**config.mk**
```make
export PLATFORM = sky130hd
export DESIGN_NAME = player_ship
export DESIGN_NICKNAME = d
export VERILOG_FILES = /design/src/rtl/player_ship_pkg.sv /design/src/rtl/sat_down_timer.sv /design/src/rtl/player_ship.sv
export SDC_FILE = /design/constraint.sdc
export NUM_CORES = 1
export LEC_CHECK = 0
export CORE_MARGIN = 3
export CORE_UTILIZATION = 49
export DETAILED_ROUTE_END_ITERATION = 16
export GPL_TIMING_DRIVEN = 0
export PLACE_DENSITY_LB_ADDON = 0.2
export SETUP_SLACK_MARGIN = 0.1
export SYNTH_ARGS = -nofsm -noshare
export SYNTH_HDL_FRONTEND = slang
export SYNTH_SLANG_ARGS = --single-unit
export TNS_END_PERCENT = 1
```
**constraint.sdc**
```tcl
create_clock -name clk_i -period 2.8 [get_ports clk_i]
set_input_delay 0.84 -clock clk_i [delete_from_list [all_inputs] [get_ports clk_i]]
set_output_delay 0.84 -clock clk_i [all_outputs]
set_load 0.01 [all_outputs]
```
**src/rtl/player_ship_pkg.sv**
```systemverilog
// Shared types for the player-ship controller: FSM state encoding and colour layout.
package player_ship_pkg;

  localparam int STATE_W = 3;

  typedef enum logic [STATE_W-1:0] {
    ST_IDLE  = 3'd0,
    ST_LEFT  = 3'd1,
    ST_RIGHT = 3'd2,
    ST_HIT   = 3'd3,
    ST_DEAD  = 3'd4
  } state_e;

  typedef struct packed {
    logic [3:0] red;
    logic [3:0] green;
    logic [3:0] blue;
  } color_t;

  function automatic logic is_active(input state_e s);
    return (s == ST_IDLE) || (s == ST_LEFT) || (s == ST_RIGHT);
  endfunction

endpackage

```
**src/rtl/sat_down_timer.sv**
```systemverilog
// Loadable down-counter that sticks at zero; flags when a count is still running.
module sat_down_timer #(
  parameter int width_p = 4
) (
  input  logic               clk_i,
  input  logic               reset_i,
  input  logic               load_i,
  input  logic [width_p-1:0] load_val_i,
  output logic               nonzero_o
);

  logic [width_p-1:0] count_q;
  logic [width_p-1:0] count_d;

  // Load has priority; otherwise count down and saturate at zero.
  always_comb begin
    count_d = count_q;
    if (load_i) begin
      count_d = load_val_i;
    end else if (count_q != '0) begin
      count_d = count_q - width_p'(1);
    end else begin
      count_d = count_q;
    end
  end

  // Count register.
  always_ff @(posedge clk_i) begin
    if (reset_i) begin
      count_q <= '0;
    end else begin
      count_q <= count_d;
    end
  end

  assign nonzero_o = (count_q != '0);

endmodule

```
**src/rtl/player_ship.sv**
```systemverilog
// Player-ship controller: clamped movement, lives, hit/dead pause with fire-to-resume,
// edge-triggered fire with cooldown and post-resume invulnerability.
module player_ship
  import player_ship_pkg::*;
#(
  parameter int          pos_width_p    = 10,
  parameter int          ship_width_p   = 40,
  parameter int          step_p         = 10,
  parameter int          left_border_p  = 9,
  parameter int          right_border_p = 630,
  parameter int          start_pos_p    = 249,
  parameter int          move_div_p     = 1,
  parameter int          max_lives_p    = 3,
  parameter int          start_lives_p  = 2,
  parameter int          cooldown_p     = 8,
  parameter int          invuln_p       = 16,
  parameter logic [11:0] color_p        = 12'hFFF
) (
  input  logic                               clk_i,
  input  logic                               reset_i,
  input  logic                               move_left_i,
  input  logic                               move_right_i,
  input  logic                               shoot_i,
  input  logic                               hit_i,
  input  logic                               add_life_i,
  output logic                               alive_o,
  output logic                               shot_laser_o,
  output logic                               resume_o,
  output logic                               invuln_o,
  output logic [pos_width_p-1:0]             pos_left_o,
  output logic [pos_width_p-1:0]             pos_right_o,
  output logic [pos_width_p-1:0]             gun_pos_o,
  output logic [$clog2(max_lives_p+1)-1:0]   lives_o,
  output logic [STATE_W-1:0]                 state_o,
  output logic [3:0]                         player_red_o,
  output logic [3:0]                         player_green_o,
  output logic [3:0]                         player_blue_o
);

  localparam int LIVES_W = $clog2(max_lives_p + 1);
  localparam int CD_W    = $clog2(cooldown_p + 1);
  localparam int IV_W    = $clog2(invuln_p + 1);
  localparam int DIV_W   = (move_div_p > 1) ? $clog2(move_div_p) : 1;

  localparam logic [pos_width_p-1:0] START_POS   = pos_width_p'(start_pos_p);
  localparam logic [pos_width_p-1:0] LEFT_MIN    = pos_width_p'(left_border_p);
  localparam logic [pos_width_p-1:0] LEFT_THRESH = pos_width_p'(left_border_p + step_p);
  localparam logic [pos_width_p-1:0] RIGHT_PIN   = pos_width_p'(right_border_p - ship_width_p);
  localparam logic [pos_width_p-1:0] STEP        = pos_width_p'(step_p);
  localparam logic [pos_width_p-1:0] SHIP_W      = pos_width_p'(ship_width_p);
  localparam logic [pos_width_p-1:0] GUN_OFS     = pos_width_p'(ship_width_p / 2);
  localparam logic [pos_width_p:0]   RIGHT_REACH = (pos_width_p+1)'(ship_width_p + step_p);
  localparam logic [pos_width_p:0]   RIGHT_LIMIT = (pos_width_p+1)'(right_border_p);
  localparam logic [LIVES_W-1:0]     MAX_LIVES   = LIVES_W'(max_lives_p);
  localparam logic [LIVES_W-1:0]     START_LIVES = LIVES_W'(start_lives_p);
  localparam logic [DIV_W-1:0]       DIV_LAST    = DIV_W'(move_div_p - 1);
  localparam color_t                 COLOR       = color_t'(color_p);

  state_e                 state_q, state_d;
  logic [pos_width_p-1:0] left_q, left_d;
  logic [LIVES_W-1:0]     lives_q, lives_d;
  logic [DIV_W-1:0]       div_q, div_d;
  logic                   shoot_q;
  logic                   shot_q, shot_d;
  logic                   resume_q, resume_d;
  logic                   alive_q, alive_d;

  logic            cd_load_s, iv_load_s, cd_busy_s, iv_busy_s;
  logic [CD_W-1:0] cd_val_s;
  logic            fire_edge_s, eff_hit_s, moving_s, tick_s, add_ok_s, lives_dec_s, lives_load_s;

  assign fire_edge_s = shoot_i & ~shoot_q;
  assign eff_hit_s   = is_active(state_q) & hit_i & ~iv_busy_s;
  assign moving_s    = (state_q == ST_LEFT) || (state_q == ST_RIGHT);
  assign tick_s      = moving_s && (div_q == DIV_LAST);
  assign add_ok_s    = add_life_i && (lives_q < MAX_LIVES);

  // Next-state, position, fire and resume decisions.
  always_comb begin
    state_d      = state_q;
    left_d       = left_q;
    shot_d       = 1'b0;
    resume_d     = 1'b0;
    cd_load_s    = 1'b0;
    cd_val_s     = '0;
    iv_load_s    = 1'b0;
    lives_dec_s  = 1'b0;
    lives_load_s = 1'b0;
    case (state_q)
      ST_IDLE, ST_LEFT, ST_RIGHT: begin
        if (eff_hit_s) begin
          if (lives_q != '0) begin
            lives_dec_s = 1'b1;
            state_d     = ST_HIT;
          end else begin
            state_d = ST_DEAD;
          end
        end else begin
          if (move_left_i && !move_right_i) begin
            state_d = ST_LEFT;
          end else if (move_right_i && !move_left_i) begin
            state_d = ST_RIGHT;
          end else begin
            state_d = ST_IDLE;
          end
          // Steps clamp at the borders rather than overshooting them.
          if (tick_s && (state_q == ST_LEFT)) begin
            left_d = (left_q >= LEFT_THRESH) ? (left_q - STEP) : LEFT_MIN;
          end else if (tick_s && (state_q == ST_RIGHT)) begin
            left_d = (({1'b0, left_q} + RIGHT_REACH) <= RIGHT_LIMIT) ? (left_q + STEP) : RIGHT_PIN;
          end else begin
            left_d = left_q;
          end
          if (fire_edge_s && !cd_busy_s) begin
            shot_d    = 1'b1;
            cd_load_s = 1'b1;
            cd_val_s  = CD_W'(cooldown_p);
          end else begin
            shot_d = 1'b0;
          end
        end
      end
      ST_HIT, ST_DEAD: begin
        if (fire_edge_s) begin
          state_d      = ST_IDLE;
          resume_d     = 1'b1;
          left_d       = START_POS;
          iv_load_s    = 1'b1;
          cd_load_s    = 1'b1;
          cd_val_s     = '0;
          lives_load_s = (state_q == ST_DEAD);
        end else begin
          state_d = state_q;
        end
      end
      default: state_d = ST_DEAD;
    endcase
  end

  // Lives, movement divider and alive flag.
  always_comb begin
    if (lives_load_s) begin
      lives_d = START_LIVES;
    end else begin
      lives_d = lives_q + LIVES_W'(add_ok_s) - LIVES_W'(lives_dec_s);
    end
    if (moving_s) begin
      div_d = tick_s ? '0 : (div_q + DIV_W'(1));
    end else begin
      div_d = '0;
    end
    alive_d = (state_d != ST_DEAD);
  end

  // State and output registers.
  always_ff @(posedge clk_i) begin
    if (reset_i) begin
      state_q  <= ST_IDLE;
      left_q   <= START_POS;
      lives_q  <= START_LIVES;
      div_q    <= '0;
      shoot_q  <= 1'b0;
      shot_q   <= 1'b0;
      resume_q <= 1'b0;
      alive_q  <= 1'b1;
    end else begin
      state_q  <= state_d;
      left_q   <= left_d;
      lives_q  <= lives_d;
      div_q    <= div_d;
      shoot_q  <= shoot_i;
      shot_q   <= shot_d;
      resume_q <= resume_d;
      alive_q  <= alive_d;
    end
  end

  sat_down_timer #(.width_p(CD_W)) u_cooldown (
    .clk_i      (clk_i),
    .reset_i    (reset_i),
    .load_i     (cd_load_s),
    .load_val_i (cd_val_s),
    .nonzero_o  (cd_busy_s)
  );

  sat_down_timer #(.width_p(IV_W)) u_invuln (
    .clk_i      (clk_i),
    .reset_i    (reset_i),
    .load_i     (iv_load_s),
    .load_val_i (IV_W'(invuln_p)),
    .nonzero_o  (iv_busy_s)
  );

  assign alive_o        = alive_q;
  assign shot_laser_o   = shot_q;
  assign resume_o       = resume_q;
  assign invuln_o       = iv_busy_s;
  assign pos_left_o     = left_q;
  assign pos_right_o    = left_q + SHIP_W;
  assign gun_pos_o      = left_q + GUN_OFS;
  assign lives_o        = lives_q;
  assign state_o        = state_q;
  assign player_red_o   = COLOR.red;
  assign player_green_o = COLOR.green;
  assign player_blue_o  = COLOR.blue;

endmodule

```
==> impl_results.md, run 1 <==
- Worst-margin pin slew: 0.661 ns
- Pwr dens: 1140 mW/mm^2
- Deepest clock path buffer count: 2
- Outcome: complete, no violations
- Clk slew on worst S/H paths: 0.07 ns
- Async set-or-reset flop fraction in the synthesized netlist: 0
- Total global routing track utilization: 0.215
- Chip Height: 73.6 um
- Number of distinct library cell variants in the gate-level netlist after synthesis: 54
- Iter 0 DRT Violations: 188
- Initial Util: 0.532
- Average vias per placed instance: 5.35
- Placeable core area: 0.00420 mm^2
- Pin count of the biggest net entering global routing: 12
- Total half-perimeter wirelength after legalization and detailed placement: 4.06 mm
- Peak ir drop on the vdd network: 0.699 mV
- Most used flip-flop cell after synthesis: sky130_fd_sc_hd__dfxtp_1
- Relative slew slack: 0.558
- CP startpoint kind: flop
- Highest Clock Rate: 367 MHz
- Count of flip-flops with a built-in enable after synthesis: 0
- Static leakage: 1.27 nW
- Number of setup violations in the final report: 0
- Highest-count cells in the layout ignoring fill and taps: 40 x sky130_fd_sc_hd__clkdlybuf4s50_1, 29 x sky130_fd_sc_hd__nor2_1, 28 x sky130_fd_sc_hd__nand2_1
- Highest routed layer: met4
- Final std cells w/o fill: 409
- Minimum hold slack: 0.492 ns
- Clock tree from TritonCTS: built
- Max-Cap Viols: 0
- Dpl cell area: 0.00278 mm^2
- Worst hold-check path type: flop to flop
- Number of buffers created by CTS: 5
- FF-to-FF End: pos_left_o[6]
- Fin. Hold Viols: 0
- Level count of the clock H-tree: 2
- Cell depth of the worst hold path: 2
- Total Wirelength: 5.79 mm
- Global placement routability congestion: 0.935
- Number of antenna repair diodes: 0
- Area growth from synthesis to final layout: 33.4%
- Clock sink total: 29
- DRC violations left: 0
- Clock period minus worst slack: 2.72 ns
- Number of nets still failing antenna checks after routing: 0
- Post-DR wirelength/cell: 14.1 um
- Fin Clk Skew: 0.00729 ns
- Met2 Wirelength: 2.69 mm
- Most common cell after layout, fill and taps aside: sky130_fd_sc_hd__clkdlybuf4s50_1
- Antenna violations before repair: 0
- RSZ-0062 raised after global routing: yes
- Root cell of the clock tree: sky130_fd_sc_hd__clkbuf_8
- Total of fill cells in the finished design: 364
- Die area: 0.00541 mm^2
- Met3 routed WL: 460 um
- Cell area after synthesis: 0.00224 mm^2
- Total area of multi-input combinational cells: 0.00149 mm^2
- Post-Synthesis Cells: 290
- Pre-Repair DR Iteration Count: 4
- Number of global-route vias before repair: 1,987
- Post-CTS Hold Buffers: 0
- Site row count: 23
- Final Instance Area: 0.00298 mm^2
- Global-route wire length before repair: 9.20 mm
- Total count of max-transition violations in the final report: 0
- Clock latency on the worst-skew pair: 0.29 ns
- Type of the worst setup path: flop to primary output
- Startpoint of the worst hold path: u_invuln.count_q[4]
- Part of the cycle the worst path needs: 0.972
- IO Port Bufs: 44
- GR Overflow Total: 0
- Syn_area_per_cell: 7.71 um^2
- Syn. warnings: 0
- Ports placed on the boundary: 58
- Die X-Extent: 73.6 um
- Required time at the endpoint of the critical path: 1.96 ns
- Total number of vias: 2,188
- Element type at the critical path end: primary output
- NumNets Final: 381
- Launch point of the worst reg-to-reg path: u_invuln.count_q[0]
- Number of placed instances with taps included: 395
- Wire length on met1: 2.57 mm
- Flop and latch count out of synthesis: 29
- Register area: 593 um^2
- Arrival time of the worst setup path: 1.88 ns
- Worst min-delay path endpoint: u_invuln.count_q[4]
- Layout Utilization: 0.710
- Highest fanout seen on the critical path: 10
- Sequential cell area fraction in the yosys report: 0.260
- Number of cell instances on the worst register-to-register path: 9
- Fraction of layout instances using a drive strength above 1: 0.156
- Worst-case register-to-register setup slack: 0.36 ns
- Total negative slack: 0 ns
[cells in the mapped netlist (all sizes together), types with 2 or more instances]
library cell | number | area share
ha | 16 | 0.090
a211o | 2 | 0.0078
nand3 | 4 | 0.0090
conb | 2 | 0.0034
buf | 24 | 0.072
nor3 | 12 | 0.027
or3 | 3 | 0.0084
nor4b | 2 | 0.015
a21oi | 17 | 0.038
o31ai | 2 | 0.0067
nor3b | 4 | 0.013
dfxtp | 29 | 0.26
a21o | 4 | 0.013
nand2 | 29 | 0.050
and3 | 2 | 0.0056
clkbuf | 5 | 0.0084
o21a | 2 | 0.0067
nand2b | 7 | 0.020
and2 | 2 | 0.0056
o21ai | 16 | 0.037
nor2 | 31 | 0.057
xor2 | 8 | 0.031
xnor2 | 18 | 0.071
a31oi | 4 | 0.011
o22a | 2 | 0.0078
inv | 15 | 0.025
nand4 | 2 | 0.0056
a211oi | 5 | 0.017
nor2b | 4 | 0.011
[what timing repair did]
action / in CTS / in global routing
buffers inserted: 3 / 3
pin swaps: 1 / 1
setup endpoints to repair: 14 / 11
gates resized for setup: 18 / 12
[per-stage QoR]
stage / total power (W) / worst slack, ns
2_1_floorplan: 0.00206 / 0.456
3_3_place_gp: 0.00283 / -0.165
3_5_place_dp: 0.00288 / -0.179
4_1_cts: 0.00328 / 0.0301
5_1_grt: 0.00365 / 0.00520
6_report: 0.00338 / 0.0782
[state kept, by name, summed over array words and instances, names as in the netlist]
| name | count |
|---|---|
| resume_o | 1 |
| shot_laser_o | 1 |
| state_o | 3 |
| u_invuln.count_q | 5 |
| pos_left_o | 10 |
| lives_o | 2 |
| alive_o | 1 |
| div_q | 1 |
| u_cooldown.count_q | 4 |
| shoot_q | 1 |
[worst max-delay path, stage by stage, from the launching register on]
cell	delay, ns
sky130_fd_sc_hd__dfxtp_4	0.37
sky130_fd_sc_hd__buf_12	0.14
sky130_fd_sc_hd__clkinvlp_4	0.13
sky130_fd_sc_hd__ha_4	0.20
sky130_fd_sc_hd__a21oi_4	0.19
sky130_fd_sc_hd__buf_4	0.13
sky130_fd_sc_hd__nor2_1	0.04
sky130_fd_sc_hd__xor2_1	0.13
sky130_fd_sc_hd__clkdlybuf4s15_1	0.25
[layout make-up]
| type | instances | area share |
|---|---|---|
| tap | 50 | 0.0210 |
| clock inverter | 3 | 0.00587 |
| timing repair buffer | 50 | 0.162 |
| clock buffer | 5 | 0.0231 |
| buffer | 29 | 0.0688 |
| inverter | 15 | 0.0201 |
| multi-input combinational | 228 | 0.501 |
| sequential | 29 | 0.199 |
[per-layer routing]
| layer | vias to the layer above | GRT usage |
|---|---|---|
| li1 | 1106 | - |
| met1 | 975 | 0.296 |
| met2 | 96 | 0.339 |
| met3 | 11 | 0.0424 |
| met4 | 0 | 0.0624 |
| met5 | - | 0 |
[where the power goes]
part           switching, W  internal [W]
Combinational       0.00118       0.00117
Sequential         0.000145      0.000552
Clock              0.000165      0.000171
Total               0.00149       0.00189
[worst max-delay path by stage]
stage / to / slack [ns] / cells past startpoint / from
4_1_cts: gun_pos_o[9] / 0.03 / 8 / pos_left_o[4]
2_1_floorplan: gun_pos_o[7] / 0.46 / 6 / pos_left_o[4]
5_1_grt: gun_pos_o[9] / 0.005 / 8 / pos_left_o[4]
3_5_place_dp: gun_pos_o[9] / -0.18 / 7 / pos_left_o[4]
6_report: gun_pos_o[9] / 0.08 / 8 / pos_left_o[4]
3_3_place_gp: gun_pos_o[9] / -0.16 / 7 / pos_left_o[4]
[cells by family after synthesis]
family / share of synthesized area
simple gates: 0.236
compound gates: 0.195
buf+inv: 0.106
flops: 0.260
xor+xnor: 0.102
fa+ha+maj: 0.0895
other cells: 0.00336
mux: 0.00951
Note: power is estimated with default switching activity, not from simulation.
==> inputs of run 2 (changes only) <==
--- a/config.mk
+++ b/config.mk
@@ -6,7 +6,7 @@
 export NUM_CORES = 1
 export LEC_CHECK = 0
 export CORE_MARGIN = 3
-export CORE_UTILIZATION = 49
+export CORE_UTILIZATION = 51
 export DETAILED_ROUTE_END_ITERATION = 16
 export GPL_TIMING_DRIVEN = 0
 export PLACE_DENSITY_LB_ADDON = 0.2
==> constraint.sdc (replaced) <==
create_clock -name clk_i -period 3.5 [get_ports clk_i]
set_input_delay 1.05 -clock clk_i [delete_from_list [all_inputs] [get_ports clk_i]]
set_output_delay 1.05 -clock clk_i [all_outputs]
set_load 0.01 [all_outputs]
==> run 2 against run 1 <==
Worst setup slack improved by 0.16 ns. First-iteration DRC count decreased by 13%. Cell count decreased by 1.5%. Critical endpoint is now gun_pos_o[8]. Utilization decreased by 0.49 points. Sequential cell count unchanged.
==> impl_results.md, run 2 (synthesis gave the netlist of run 1 again) <==
- Required time at the endpoint of the critical path: 2.45 ns
- Fraction of layout instances using a drive strength above 1: 0.113
- Final std cells w/o fill: 403
- Pin count of the biggest net entering global routing: 12
- RSZ-0062 raised after global routing: yes
- Pwr dens: 906 mW/mm^2
- Cell-by-cell trace of the critical path: buf_2 -> buf_1 -> o2111ai_1 -> xnor2_1 -> clkdlybuf4s50_1
- Launch point of the worst reg-to-reg path: u_invuln.count_q[0]
- Number of cell instances on the worst register-to-register path: 11
- Share of total power in combinational logic: 0.678
- Cell internal power dissipation: 0.00150 W
- Part of the cycle the worst path needs: 0.933
- Critical path endpoint: gun_pos_o[8]
- Arrival time of the worst setup path: 2.22 ns
- Psw: 0.00113 W
- Clock tree from TritonCTS: built
- Fin Clk Skew: 0.00874 ns
- Clock period minus worst slack: 3.27 ns
- Net switching share of the total power: 0.431
- Highest Clock Rate: 306 MHz
- Peak ir drop on the vdd network: 0.569 mV
- Register area: 581 um^2
- Layout Utilization: 0.705
- Chip Height: 72.2 um
- Number of buffers created by CTS: 5
- Global placement routability congestion: 0.934
- Type of the worst setup path: flop to primary output
- Total negative slack: 0 ns
- Critical path origin: pos_left_o[5]
- Post-CTS Hold Buffers: 0
- Initial Util: 0.543
- CP max stage delay: 0.58 ns
- Iter 0 DRT Violations: 163
- Total power of the final layout: 0.00263 W
- Area growth from synthesis to final layout: 29.7%
- Total Wirelength: 5.26 mm
- Total half-perimeter wirelength after legalization and detailed placement: 3.96 mm
- Clk slew on worst S/H paths: 0.07 ns
- NumNets Final: 375
- Antenna violations before repair: 0
- Total global routing track utilization: 0.204
- Count of buffer and inverter cells on the critical path: 3
- Most common cell after layout, fill and taps aside: sky130_fd_sc_hd__clkdlybuf4s50_1
- Worst hold-check path type: flop to flop
- Crit-path slowest cell: sky130_fd_sc_hd__clkdlybuf4s50_1
- Max-Cap Viols: 0
- Number of antenna repair diodes: 0
- Pre-Repair DR Iteration Count: 5
- Static leakage: 1.25 nW
- Element type at the critical path end: primary output
- Critical path's top delay family: buffers and inverters
- Clock latency on the worst-skew pair: 0.28 ns
- Relative slew slack: 0.579
- Post-DR wirelength/cell: 13.1 um
- Fin. Hold Viols: 0
- Global-route wire length before repair: 8.56 mm
- Number of placed instances with taps included: 395
- Highest-count cells in the layout ignoring fill and taps: 44 x sky130_fd_sc_hd__clkdlybuf4s50_1, 29 x sky130_fd_sc_hd__nor2_1, 29 x sky130_fd_sc_hd__dfxtp_1
- Worst-margin pin slew: 0.630 ns
- Placeable core area: 0.00412 mm^2
- Highest fanout seen on the critical path: 10
- Total count of max-transition violations in the final report: 0
- Number of flip-flops under the largest register name: 10
- Ports placed on the boundary: 58
- FF-to-FF End: lives_o[1]
- Number of gates on the worst path with buffers counted: 5
- GR Overflow Total: 0
- CP startpoint kind: flop
- Site row count: 23
- Part of the power in the clock network: 0.116
- Number of global-route vias before repair: 1,873
- Outcome: complete, no violations
- Deepest clock path buffer count: 2
- Number of nets still failing antenna checks after routing: 0
- Min setup slack post-route: 0.234 ns
- Level count of the clock H-tree: 2
- Worst slack at placement: 0.294 ns
- Startpoint of the worst hold path: u_invuln.count_q[4]
- Total area of multi-input combinational cells: 0.00147 mm^2
- IO Port Bufs: 44
- Sequential share of power: 0.206
- Total number of vias: 2,148
- Number of setup violations in the final report: 0
- Total of fill cells in the finished design: 350
- DRC violations left: 0
- Root cell of the clock tree: sky130_fd_sc_hd__clkbuf_8
- Clock sink total: 29
- Average vias per placed instance: 5.33
- Worst-case register-to-register setup slack: 0.94 ns
- Die area: 0.00521 mm^2
- Die X-Extent: 72.2 um
==> run 2: how the worst min path moves through the flow <==
stage	depth (start not counted)	slack (ns)	endpoint
6_report	2	0.50	u_invuln.count_q[4]
5_1_grt	2	0.55	u_invuln.count_q[4]
4_1_cts	2	0.50	u_invuln.count_q[4]
3_5_place_dp	2	0.49	u_invuln.count_q[4]
3_3_place_gp	2	0.48	u_invuln.count_q[4]
2_1_floorplan	2	0.47	u_invuln.count_q[4]
==> run 2: timing repair <==
item,in CTS,in global routing
buffers inserted,0,0
endpoints found under the hold margin,0,0
pin swaps,0,1
resized for setup,2,4
setup endpoints to repair,3,3
==> run 2: cell type report <==
type,instances,share of cell area
multi-input cells,228,0.507
flip-flops and latches,29,0.200
repair buffers,44,0.152
plain buffers,29,0.0647
clock buffers,7,0.0332
well taps,50,0.0216
inverters,15,0.0194
clock inverters,1,0.00173
==> run 2: power by group through the flow <==
stage          sequential [W]  combinational [W]  clock (W)
2_1_floorplan        0.000552            0.00110          0
3_3_place_gp         0.000543            0.00172          0
3_5_place_dp         0.000546            0.00175          0
4_1_cts              0.000540            0.00177   0.000308
5_1_grt              0.000559            0.00195   0.000321
6_report             0.000541            0.00178   0.000305
==> run 2: tightest hold or removal path: stages (launching register included) <==
cell                      delay [ns]
sky130_fd_sc_hd__dfxtp_1        0.33
sky130_fd_sc_hd__nand2_1        0.06
sky130_fd_sc_hd__a21oi_1        0.06
==> run 2: through the flow <==
step	cell area (um^2)	hold slack, ns
6_report	2900	0.501
5_1_grt	2900	0.554
4_1_cts	2890	0.503
3_5_place_dp	2780	0.494
3_3_place_gp	2780	0.478
2_1_floorplan	2280	0.469
==> run 2: layer usage <==
| metal | part of all wire | vias to the layer above | wire, um | GRT usage |
|---|---|---|---|---|
| met5 | 0 | - | 0 | 0 |
| met2 | 0.44 | 103 | 2330 | 0.315 |
| met3 | 0.080 | 10 | 422 | 0.0332 |
| met4 | 0.011 | 0 | 59 | 0.0647 |
| met1 | 0.47 | 948 | 2460 | 0.289 |
| li1 | - | 1087 | - | - |
